==> src/rtl/hwag_coil_scheduler_if.sv <==
// Host register bus of the coil scheduler: angle writes, write status and commit handshake.
interface hwag_coil_scheduler_if #(
    parameter int unsigned ANGLE_W = 16
) ();
    localparam int unsigned CH_W = 3;

    logic               wr_en;
    logic [CH_W-1:0]    wr_ch;
    logic               wr_sel;
    logic [ANGLE_W-1:0] wr_data;
    logic               wr_ack;
    logic               wr_err;
    logic               commit;
    logic               commit_pending;

    modport master (
        output wr_en, wr_ch, wr_sel, wr_data, commit,
        input  wr_ack, wr_err, commit_pending
    );

    modport slave (
        input  wr_en, wr_ch, wr_sel, wr_data, commit,
        output wr_ack, wr_err, commit_pending
    );
endinterface

==> src/rtl/hwag_coil_scheduler.sv <==
// Ignition coil scheduler: double-buffered on/off angles per channel, committed at the gap
// point and compared against the descending HWAG angle to drive each coil.
module hwag_coil_scheduler #(
    parameter int unsigned CHANNELS  = 4,
    parameter int unsigned ANGLE_W   = 16,
    parameter int unsigned ANGLE_MAX = 3839
) (
    input  logic                 clk,
    input  logic                 rst,
    input  logic                 hwag_start,
    input  logic                 gap_point,
    input  logic [ANGLE_W-1:0]   angle,
    input  logic                 angle_step,
    hwag_coil_scheduler_if.slave host,
    output logic [CHANNELS-1:0]  coil,
    output logic [CHANNELS-1:0]  dwell_err
);
    localparam int unsigned CH_W = 3;

    typedef enum logic {OFF = 1'b0, ON = 1'b1} coil_state_e;

    logic [ANGLE_W-1:0] shadow_on  [CHANNELS];
    logic [ANGLE_W-1:0] shadow_off [CHANNELS];
    logic [ANGLE_W-1:0] active_on  [CHANNELS];
    logic [ANGLE_W-1:0] active_off [CHANNELS];

    coil_state_e         state_q [CHANNELS];
    coil_state_e         state_d [CHANNELS];
    logic [CHANNELS-1:0] gap_seen_q;
    logic [CHANNELS-1:0] gap_seen_d;
    logic [CHANNELS-1:0] dwell_err_d;

    logic wr_ok_c;
    logic apply_c;

    assign wr_ok_c = (32'(host.wr_ch) < CHANNELS) && (host.wr_data <= ANGLE_W'(ANGLE_MAX));
    assign apply_c = gap_point && host.commit_pending;

    // Host writes, commit handshake and the shadow->active transfer at the gap point
    always_ff @(posedge clk or posedge rst) begin
        if (rst) begin
            host.wr_ack         <= 1'b0;
            host.wr_err         <= 1'b0;
            host.commit_pending <= 1'b0;
            for (int i = 0; i < CHANNELS; i++) begin
                shadow_on[i]  <= '0;
                shadow_off[i] <= '0;
                active_on[i]  <= '0;
                active_off[i] <= '0;
            end
        end else begin
            host.wr_ack         <= host.wr_en && wr_ok_c;
            host.wr_err         <= host.wr_en && !wr_ok_c;
            host.commit_pending <= host.commit || (host.commit_pending && !apply_c);
            for (int i = 0; i < CHANNELS; i++) begin
                // Nonblocking copy takes the shadow as it stood before a same-cycle write
                if (apply_c) begin
                    active_on[i]  <= shadow_on[i];
                    active_off[i] <= shadow_off[i];
                end
                if (host.wr_en && wr_ok_c && host.wr_ch == CH_W'(i)) begin
                    if (host.wr_sel) shadow_off[i] <= host.wr_data;
                    else             shadow_on[i]  <= host.wr_data;
                end
            end
        end
    end

    // Channel state registers
    always_ff @(posedge clk or posedge rst) begin
        if (rst) begin
            gap_seen_q <= '0;
            dwell_err  <= '0;
            for (int i = 0; i < CHANNELS; i++) state_q[i] <= OFF;
        end else begin
            gap_seen_q <= gap_seen_d;
            dwell_err  <= dwell_err_d;
            for (int i = 0; i < CHANNELS; i++) state_q[i] <= state_d[i];
        end
    end

    // Per-channel next state: start-loss and dwell guard take priority over the off-angle
    always_comb begin
        gap_seen_d  = gap_seen_q;
        dwell_err_d = dwell_err;
        for (int i = 0; i < CHANNELS; i++) begin
            state_d[i] = state_q[i];
            unique case (state_q[i])
                OFF: begin
                    gap_seen_d[i] = 1'b0;
                    if (hwag_start && angle_step && angle == active_on[i] &&
                        active_on[i] != active_off[i]) begin
                        state_d[i] = ON;
                    end
                end
                ON: begin
                    if (!hwag_start) begin
                        state_d[i] = OFF;
                    end else if (gap_point && gap_seen_q[i]) begin
                        state_d[i]     = OFF;
                        dwell_err_d[i] = 1'b1;
                    end else if (angle_step && angle == active_off[i]) begin
                        state_d[i] = OFF;
                    end else if (gap_point) begin
                        gap_seen_d[i] = 1'b1;
                    end
                end
                default: state_d[i] = OFF;
            endcase
        end
    end

    always_comb begin
        coil = '0;
        for (int i = 0; i < CHANNELS; i++) coil[i] = (state_q[i] == ON);
    end
endmodule

==> src/flat_wrapper.sv <==
// flat-port wrapper written by rule: the top's interface ports become plain ports
module hwag_coil_scheduler_flat 
#(
    parameter int unsigned CHANNELS  = 4,
    parameter int unsigned ANGLE_W   = 16,
    parameter int unsigned ANGLE_MAX = 3839
)
  (clk, rst, hwag_start, gap_point, angle, angle_step, coil, dwell_err, host_wr_en, host_wr_ch, host_wr_sel, host_wr_data, host_commit, host_wr_ack, host_wr_err, host_commit_pending);
  hwag_coil_scheduler_if #(.ANGLE_W(ANGLE_W)) host_i ();
  input  logic clk;
  input  logic rst;
  input  logic hwag_start;
  input  logic gap_point;
  input  logic [ANGLE_W-1:0] angle;
  input  logic angle_step;
  output logic [CHANNELS-1:0] coil;
  output logic [CHANNELS-1:0] dwell_err;
  input wire logic [$bits(host_i.wr_en)-1:0] host_wr_en;
  input wire logic [$bits(host_i.wr_ch)-1:0] host_wr_ch;
  input wire logic [$bits(host_i.wr_sel)-1:0] host_wr_sel;
  input wire logic [$bits(host_i.wr_data)-1:0] host_wr_data;
  input wire logic [$bits(host_i.commit)-1:0] host_commit;
  output wire logic [$bits(host_i.wr_ack)-1:0] host_wr_ack;
  output wire logic [$bits(host_i.wr_err)-1:0] host_wr_err;
  output wire logic [$bits(host_i.commit_pending)-1:0] host_commit_pending;
  assign host_i.wr_en = host_wr_en;
  assign host_i.wr_ch = host_wr_ch;
  assign host_i.wr_sel = host_wr_sel;
  assign host_i.wr_data = host_wr_data;
  assign host_i.commit = host_commit;
  assign host_wr_ack = host_i.wr_ack;
  assign host_wr_err = host_i.wr_err;
  assign host_commit_pending = host_i.commit_pending;
  hwag_coil_scheduler #(.CHANNELS(CHANNELS), .ANGLE_W(ANGLE_W), .ANGLE_MAX(ANGLE_MAX)) u_core (.clk(clk), .rst(rst), .hwag_start(hwag_start), .gap_point(gap_point), .angle(angle), .angle_step(angle_step), .host(host_i), .coil(coil), .dwell_err(dwell_err));
endmodule
==> config.mk <==
export PLATFORM = sky130hd
export DESIGN_NAME = hwag_coil_scheduler_flat
export DESIGN_NICKNAME = d
export VERILOG_FILES = /design/src/rtl/hwag_coil_scheduler_if.sv /design/src/rtl/hwag_coil_scheduler.sv /design/src/flat_wrapper.sv
export SDC_FILE = /design/constraint.sdc
export NUM_CORES = 1
export LEC_CHECK = 0
export ABC_AREA = 1
export CORE_UTILIZATION = 40
export DETAILED_ROUTE_END_ITERATION = 10
export PLACE_DENSITY = 0.64
export SKIP_LAST_GASP = 1
export SYNTH_ARGS = -nofsm -noshare
export SYNTH_HDL_FRONTEND = slang
export SYNTH_SLANG_ARGS = --single-unit
==> constraint.sdc <==
create_clock -name clk -period 12.2 [get_ports clk]
set_input_delay 1.22 -clock clk [delete_from_list [all_inputs] [get_ports clk]]
set_output_delay 1.22 -clock clk [all_outputs]
set_load 0.02 [all_outputs]
* Yosys cells after proc, flatten, opt, wreduce, memory -nomap -nowiden
Index checks and enable logic that the tools add are counted.
Word-level totals: register bits 271, input port bits 43, output and inout bits 11, logic and storage cells 152
Cells by class: magnitude comparators 2, eq/ne operators 31, muxes and demuxes 37, bitwise gates (word level) 5, reduce and logical (&&, ||, !) cells 46
Operator list (number):
- $eq A16 B16 Y1 | 8
- $ne A16 B16 Y1 | 4
- $ne A2 B2 Y1 const B | 16
- $mux W1 | 29
- $logic_and A1 B1 Y1 | 26
- $le A16 B12 Y1 const B | 1
- $pmux W1 S2 | 8
- $reduce_and A2 Y1 | 8
- $reduce_and A4 Y1 | 4
- $reduce_and A3 Y1 | 4
- $eq A3 B2 Y1 const B | 2
- $not A1 Y1 | 5
- $eq A3 B1 Y1 const B | 1
- $logic_not A3 Y1 | 1
- $lt A3 B3 Y1 const B | 1
- $logic_not A1 Y1 | 2
- $logic_or A1 B1 Y1 | 1

* Logic depth before layout (Yosys ltp)
Gate-level depths: netlist of run 1.
word-level depth 6, gate-level depth with buffers 10, gate-level depth less buffers 9

* Worst setup path before layout of run 1
Ideal clock, no wire load.
kind input to register, start input port host_wr_data[14], end register u_core.shadow_on[16] (netlist bit), setup time 0.124 ns, arrival time 2.142 ns, data required time 12.076 ns, slack 9.934 ns, stages on the path 8, path buffers 2, path through nor2_1 nand3_1 nor3_2 buf_6 nand3_4 buf_6 nand2_1 o21ai_2
Between the ends: longest elaborated chain between the ends 5
RTL lines:
- start, declared | RTL line flat_wrapper.sv:21 | input wire logic [$bits(host_i.wr_data)-1:0] host_wr_data;
- $le A16 B12 Y1 | RTL line hwag_coil_scheduler.sv:36 | assign wr_ok_c = (32'(host.wr_ch) < CHANNELS) && (host.wr_data <= ANGLE_W'(ANGLE_MAX));
- $logic_and A1 B1 Y1 | RTL line hwag_coil_scheduler.sv:36
- $logic_and A1 B1 Y1 (2 in series) | RTL line hwag_coil_scheduler.sv:61 | if (host.wr_en && wr_ok_c && host.wr_ch == CH_W'(i)) begin
- $reduce_and A2 Y1 (no source line)
- end signal, assigned by index | RTL line hwag_coil_scheduler.sv:63 | else shadow_on[i] <= host.wr_data;
- end, declared | RTL line hwag_coil_scheduler.sv:22 | logic [ANGLE_W-1:0] shadow_on [CHANNELS];
Every way passes these cells. A chain may end at the register's enable or synchronous reset.

==> results.cfg, run 1 <==
[layout]
drive_above_1_share_pct = 9.892
ff_latch_area_um2 = 6782
utilization_pct = 46.07
nets = 1498
area_growth_pct = 13.37
nFillCells = 2991
multi_input_area_um2 = 5056
n_antenna_cell = 0

[global_routing]
grt_max_degree = 129
track_usage_pct = 20.98
overflow = 0
grt_pass1_vias = 9315
grt_pass1_wl_um = 53030
antenna_found_initial = 0

[drt]
antenna_left = 0
dr.pass1.iters = 5
first_iter_violations = 803
route.detailed.drc = 0
num_vias = 9465
wl_um = 33150
avgViaCountPerCell = 5.040
wl_per_cell_um = 17.65

[clock_network]
worstSkewPairLatency_ns = 0.57
clk_pin_slew_ns = 0.06
cts_tree = yes
cts.sinks = 271
cts_buffer_depth = 3
cts_max_level = 1
cts-resized-gates = 0
postCtsHoldBufs = 0
cts_made_buffers = 30
cts-root-buf = clkbuf_16
cts_setup_buffers = 0

[die]
die_w_um = 180.8
row_count = 65
fp.dieArea_um2 = 32690
start_util_pct = 40.64
ios = 54
core_um2 = 31470
die-height_um = 180.8

[synth]
ys_seq_area_share_pct = 53.02
yosysTopAreaCell = dfrtp_1
syn_inst = 1421
synth_nets = 1464
yosysTopAreaCellShare_pct = 53.02
async_flop_share_pct = 100.0
syn_area_um2 = 12790
syn_avg_cell_area_um2 = 9.001
synth_seq_cells = 271
synth_area_leaders = dfrtp_1, nand2_1, mux2_2, xnor2_1, inv_1
yosysWarnings = 0
synthDistinctLibCells = 27
synth_edf_count = 0
synth_ff_type = dfrtp_1

[worst_setup_path]
required_ns = 12.73
cp_max_fo = 128
start_kind = input pin
setup.worst_path.class = input pin to async pin
arrival_ns = 4.24
end_kind = async pin

[timing]
maxSlewViolCount = 0
timing.final.ws_setup_ns = 8.494
setup_viol = 0
relSlewSlack_pct = 36.03
min_period_ns = 3.706
worst_pin_slew_ns = 0.9596
setup_tns_ns = 0
rsz0062_at_grt = false
finalCritPeriodShare_pct = 30.38
max_clock_freq_ghz = 0.2698
finalHoldViolCount = 0
fin_worst_skew_ns = 0.03154

[place]
post-place-ws_ns = 7.797
port_buffers = 53
dp_hpwl_um = 22830
place_congestion = 0.9186

[power_and_ir_drop]
powerDensity_nw_per_um2 = 146.7
ir_drop_mv = 0.1132
finalPower_mw = 2.127
p_leak_nw = 7.262

[flow_run]
maxCapViolCount = 0

[min_path]
hold_path.class = flop to flop

[outcome]
status = finished, final reports clean
cell families after synthesis:
logic type	Yosys count	synth area share [%]
buffers and inverters	211	7.503
DFF	271	53.02
and+or+nand+nor	583	19.19
muxes	56	4.931
xor gates and xnor gates	102	6.985
AOI/OAI and AO/OA	198	8.364
per-layer routing:
metal,vias up,GRT usage (%),share of wire (%)
li1,4568,-,-
met1,4590,30.13,46
met2,259,33.08,45
met3,48,3.003,6.3
met4,0,5.778,2.3
met5,-,0,0
cells in the final DEF, fill, tap and decap left out, types with 5 or more instances in the layout:
| cell type | n |
|---|---|
| nand2_1 | 361 |
| dfrtp_1 | 271 |
| clkbuf_8 | 9 |
| o21bai_1 | 5 |
| clkbuf_16 | 30 |
| o21ai_1 | 82 |
| nor3_2 | 5 |
| nand3_4 | 8 |
| mux2_2 | 56 |
| nor3_1 | 6 |
| nand3_1 | 28 |
| buf_4 | 5 |
| nor2_1 | 143 |
| o21ai_2 | 15 |
| clkinv_2 | 8 |
| xnor2_1 | 68 |
| xor2_1 | 34 |
| o22ai_1 | 5 |
| nand4_1 | 22 |
| a21oi_1 | 86 |
| inv_1 | 152 |
| clkdlybuf4s50_1 | 53 |
area by class of cell:
type,count,share of cell area [%]
clock buffer,42,6.109
timing repair buffer,58,3.917
multi-input combinational,939,34.87
inverter,155,4.064
clock inverter,11,0.8025
sequential,271,46.77
tap,402,3.469
critical path: stages:
cell	delay, ns
clkdlybuf4s50_1	0.49
inv_8	0.61
buf_4	0.85
buf_4	0.86
report_power, final:
group | total, mW | internal, mW | switching, mW
Clock | 0.907 | 0.544 | 0.363
Combinational | 0.238 | 0.0889 | 0.149
Sequential | 0.982 | 0.942 | 0.0405
Total | 2.13 | 1.57 | 0.552
flip-flops by register name, summed over array words and instances, names as in the netlist, 4 cells and up:
register           count
u_core.active_off     64
u_core.gap_seen_q      4
u_core.shadow_on      64
u_core.shadow_off     64
u_core.dwell_err       4
u_core.active_on      64
u_core.coil            4
metrics by stage:
stage               std cells  area (µm²)  hold slack [ns]
floorplan                1421       12790           0.4323
global placement         1825       13500           0.4451
detailed placement       1825       13500           0.4526
CTS                      1878       14500           0.4688
global route             1878       14500           0.4894
finish                   1878       14500           0.4648
cell usage after synthesis, drive strengths merged, types with 7 or more instances:
master and number:
clkbuf 7, inv 154, nand3 36, xnor2 68, nor2 143, mux2 56, nand4 22, nor3 11
o21ai 101, xor2 34, nand2 362, a21oi 86, dfrtp 271, buf 49
worst paths after layout:
kind                                             from               endpoint  slack, ns  depth (start not counted)
max                                               rst   u_core.shadow_on[39]       8.49                          4
min                              u_core.shadow_on[45]   u_core.shadow_on[45]       0.46                          2
max reg2reg                u_core.host.commit_pending    u_core.active_on[4]       9.76                          3
min reg2reg                      u_core.shadow_on[45]   u_core.shadow_on[45]       0.46                          2
max in group clk                            gap_point    u_core.active_on[4]       8.83                          4
min in group asynchronous                         rst  u_core.shadow_off[24]       1.27                          2
(Power assumes the default switching activity.)
==> run 2: changes to the inputs <==
--- a/config.mk
+++ b/config.mk
@@ -8,7 +8,7 @@
 export ABC_AREA = 1
 export CORE_UTILIZATION = 40
 export DETAILED_ROUTE_END_ITERATION = 10
-export PLACE_DENSITY = 0.64
+export PLACE_DENSITY = 0.67
 export SKIP_LAST_GASP = 1
 export SYNTH_ARGS = -nofsm -noshare
 export SYNTH_HDL_FRONTEND = slang
==> constraint.sdc (replaced) <==
create_clock -name clk -period 3.3 [get_ports clk]
set_input_delay 0.33 -clock clk [delete_from_list [all_inputs] [get_ports clk]]
set_output_delay 0.33 -clock clk [all_outputs]
set_load 0.02 [all_outputs]
==> run 2 against run 1 <==
- critical path depth up 4
- clock power increased to 3.4 times the previous value
- combinational power rose to 3.8 times the previous value
- utilization is essentially flat
- flip-flop and latch count did not move
- cell count rose by 0.37%
- sequential share of layout area barely moved
- total power rose to 3.6 times the previous value
- setup slack got worse by 7.2 ns
- critical endpoint is now u_core.coil[1]
- highest routed layer is now met5
==> results.cfg, run 2 (synthesis gave the netlist of run 1 again) <==
[place]
port_buffers = 53
place_congestion = 1.013
placed_cell_area_um2 = 13580
dp_hpwl_um = 25190

[clock_network]
cts_tree = yes
worstSkewPairLatency_ns = 0.55
cts.sinks = 271
cts_made_buffers = 29
cts-resized-gates = 0
cts-root-buf = clkbuf_16
cts_buffer_depth = 3
cts_max_level = 1
clk_pin_slew_ns = 0.07
cts_setup_buffers = 0
postCtsHoldBufs = 0

[timing]
finalCritPeriodShare_pct = 61.11
rsz0062_at_grt = false
min_period_ns = 2.017
finalHoldViolCount = 0
maxSlewViolCount = 0
hold_ws_ns = 0.1989
relSlewSlack_pct = 46.88
setup_tns_ns = 0
fin_worst_skew_ns = 0.009600
max_clock_freq_ghz = 0.4958
worst_pin_slew_ns = 0.7908
setup_viol = 0

[layout]
nets = 1502
design_area_um2 = 14500
mostFrequentLayoutCell = nand2_1
nFillCells = 3017
area_growth_pct = 13.35
mostFrequentLayoutCells = nand2_1, dfrtp_1, inv_1
drive_above_1_share_pct = 9.669

[worst_setup_path]
required_ns = 3.79
end_kind = flop
start_kind = input pin
cp_max_fo = 8
setup.worst_path.class = input pin to flop
arrival_ns = 2.50

[power_and_ir_drop]
powerDensity_nw_per_um2 = 528.3
finalPower_mw = 7.659
ir_drop_mv = 0.4285
p_leak_nw = 7.240

[die]
die_w_um = 180.8
die-height_um = 180.8
row_count = 65
ios = 54
core_um2 = 31470
fp.dieArea_um2 = 32690
start_util_pct = 40.64

[flow_run]
maxCapViolCount = 0

[global_routing]
grt_pass1_wl_um = 55900
grt_pass1_vias = 9601
antenna_found_initial = 6
grt_max_degree = 102
track_usage_pct = 22.41
overflow = 0

[drt]
wl_um = 35580
avgViaCountPerCell = 5.063
route.detailed.drc = 0
dr.pass1.iters = 5
num_vias = 9544
first_iter_violations = 821
antenna_left = 0
wl_per_cell_um = 18.87

[outcome]
status = finished, final reports clean

[min_path]
hold_path.class = input pin to async pin
==> run 2: cell count changes in the layout (fill, tap and decap cells not counted), sizes merged <==
cell      previous run  this run
bufinv               2         0
clkinv              10         4
clkinvlp             0         2
inv                154       153
clkbuf              42        47
diode                0         4
buf                  5        10
==> run 2: final timing paths <==
path	from	end	slack, ns	cells past startpoint
max	angle[6]	u_core.coil[1]	1.28	8
min	rst	u_core.active_on[8]	0.20	2
max reg2reg	u_core.active_on[39]	u_core.coil[1]	1.60	6
min reg2reg	u_core.shadow_on[29]	u_core.shadow_on[29]	0.46	2
max in group asynchronous	rst	u_core.active_on[52]	2.17	3
min in group clk	host_wr_en	u_core.host.wr_err	0.35	3
==> run 2: power by group <==
| group | switching, mW | internal, mW |
|---|---|---|
| Clock | 1.30 | 1.81 |
| Combinational | 0.577 | 0.339 |
| Sequential | 0.155 | 3.48 |
==> run 2: area by class of cell <==
type / count / area, µm² / share of cell area, %
Clock buffer: 47 / 883.3 / 6.093
Antenna cell: 4 / 10.01 / 0.06904
Inverter: 155 / 585.6 / 4.039
Timing Repair Buffer: 63 / 655.6 / 4.522
Sequential cell: 271 / 6782 / 46.78
Tap cell: 402 / 503.0 / 3.469
Multi-Input combinational cell: 939 / 5056 / 34.88
Clock inverter: 4 / 22.52 / 0.1553
==> run 2: critical path, cell delays in order <==
cell             delay [ns]
clkdlybuf4s50_1        0.73
inv_1                  0.25
nor2_1                 0.08
nor3_1                 0.66
nand3_1                0.15
nor2_1                 0.13
nand3_1                0.09
nand2_1                0.08
==> run 2: through the flow <==
stage	utilization, %	worst slack (ns)	cells
2_1_floorplan	-	-0.6114	1421
3_3_place_gp	43.15	0.7668	1830
3_5_place_dp	43.15	0.7776	1830
4_1_cts	46.03	1.339	1881
5_1_grt	46.03	1.264	1881
6_report	46.06	1.283	1885
==> run 2: layer usage <==
layer | vias up | GRT usage (%) | share of wire (%)
met5 | - | 0 | 0.076
met4 | 4 | 6.291 | 2.4
met3 | 61 | 5.463 | 7.3
met2 | 296 | 34.08 | 44
met1 | 4618 | 31.72 | 46
li1 | 4565 | - | -
==> run 3: changes to the inputs <==
--- a/config.mk
+++ b/config.mk
@@ -8,7 +8,7 @@
 export ABC_AREA = 1
 export CORE_UTILIZATION = 40
 export DETAILED_ROUTE_END_ITERATION = 10
-export PLACE_DENSITY = 0.67
+export PLACE_DENSITY = 0.64
 export SKIP_LAST_GASP = 1
 export SYNTH_ARGS = -nofsm -noshare
 export SYNTH_HDL_FRONTEND = slang
==> constraint.sdc (replaced) <==
create_clock -name clk -period 1.9 [get_ports clk]
set_input_delay 0.19 -clock clk [delete_from_list [all_inputs] [get_ports clk]]
set_output_delay 0.19 -clock clk [all_outputs]
set_load 0.02 [all_outputs]
==> run 3 against run 2 <==
- cell count increased by 2.5%
- first-iteration DRC count increased by 31%
- global-route usage increased by 0.31 points
- total power increased by 86%
- worst hold slack got worse by 0.034 ns
- via count increased by 2.9%
- setup slack got worse by 1.2 ns
- sequential power increased by 74%
- largest cell class unchanged
- largest power group unchanged
==> results.cfg, run 3 (synthesis gave the netlist of run 1 again) <==
[drt]
num_vias = 9822
route.detailed.drc = 0
wl_per_cell_um = 18.79
avgViaCountPerCell = 5.081
antenna_left = 0
dr.pass1.iters = 5
first_iter_violations = 1075
wl_um = 36330

[worst_setup_path]
cp.depth = 1
required_ns = 1.71
worst-path-buf-inv = 1
reg2reg_setup_slack_ns = 0.28
cp_max_fo = 3
r2r_end = u_core.coil[2]
critPathSlowestCell = clkdlybuf4s50_1
cp_top_family = buffers and inverters
worstPathCellList = clkdlybuf4s50_1
setup.worst_path.class = flop to output pin
slowest_delay_ns = 0.65
reg2reg_from = u_core.active_off[29]
end_kind = output pin
start_kind = flop
arrival_ns = 1.65
reg2reg_depth = 7

[clock_network]
cts_setup_buffers = 0
cts-resized-gates = 0
cts_max_level = 1
cts-root-buf = clkbuf_16
cts.sinks = 271
cts_made_buffers = 30
worstSkewPairLatency_ns = 0.57
postCtsHoldBufs = 0
clk_pin_slew_ns = 0.06
cts_buffer_depth = 3
cts_tree = yes

[power_and_ir_drop]
ir_drop_mv = 0.6446
finalPower_mw = 14.21
powerDensity_nw_per_um2 = 933.8
p_leak_nw = 7.634

[die]
die-height_um = 180.8
start_util_pct = 40.64
die_w_um = 180.8
fp.dieArea_um2 = 32690
ios = 54
row_count = 65
core_um2 = 31470

[timing]
min_period_ns = 1.837
setup_tns_ns = 0
rsz0062_at_grt = false
setup_viol = 0
relSlewSlack_pct = 60.40
fin_worst_skew_ns = 0.01699
max_clock_freq_ghz = 0.5445
worst_pin_slew_ns = 0.5940
finalCritPeriodShare_pct = 96.66
timing.final.ws_setup_ns = 0.06340
finalHoldViolCount = 0
maxSlewViolCount = 0

[place]
dp_hpwl_um = 26290
port_buffers = 53
place_congestion = 0.9597
placed_cell_area_um2 = 14160
post-place-ws_ns = -0.08662
dp_cells = 1880

[layout]
nFillCells = 2970
nets = 1553
mostFrequentLayoutCell = nand2_1
final_cells = 1933
n_antenna_cell = 0
area_growth_pct = 19.01
multi_input_area_um2 = 5056
drive_above_1_share_pct = 13.19
mostFrequentLayoutCells = nand2_1, dfrtp_1, inv_1
design_area_um2 = 15220
ff_latch_area_um2 = 6782

[global_routing]
grt_pass1_wl_um = 56670
antenna_found_initial = 0
grt_pass1_vias = 9476
track_usage_pct = 22.72
grt_max_degree = 106
overflow = 0

[outcome]
status = finished, final reports clean

[min_path]
hold_path.class = input pin to async pin

[flow_run]
maxCapViolCount = 0
run 3: cell types whose count changed in the layout (fill, tap and decap cells not counted), moves of 2 or more:
cell and change:
clkbuf_1 -7, diode_2 -4, bufinv_16 +4, clkbuf_16 +2, buf_4 +34, buf_12 +16, clkinvlp_4 +3
run 3: final cells by class:
type	count	area share, %
clock buffers	41	5.869
clock inverters	12	1.118
inverters	155	3.847
multi-input cells	939	33.22
flip-flops and latches	271	44.55
well taps	402	3.305
repair buffers	113	8.089
run 3: routing by layer:
metal	wire length (µm)	share of wire [%]	track usage, %
met1	17530	48	34.46
met2	15770	43	33.82
met3	2255	6.2	3.366
met4	777	2.1	5.675
met5	0	0	0
run 3: how the worst max path moves through the flow:
stage | end | from
floorplan | u_core.active_off[0] | rst
global placement | u_core.coil[2] | angle[13]
detailed placement | u_core.coil[2] | angle[13]
CTS | coil[2] | u_core.coil[2]
global route | coil[2] | u_core.coil[2]
finish | coil[2] | u_core.coil[2]
run 3: per-stage QoR:
step                hold slack [ns]  utilization (%)
global placement             0.4445            44.98
CTS                          0.1888            48.36
detailed placement           0.4489            44.98
finish                       0.1652            48.36
global route                 0.1975            48.36
floorplan                    0.2861                -
run 3: report_power, final:
group          switching (mW)  internal, mW  total [mW]
sequential              0.281          6.04        6.32
clock                    2.39          3.80        6.19
combinational            1.03         0.672        1.70
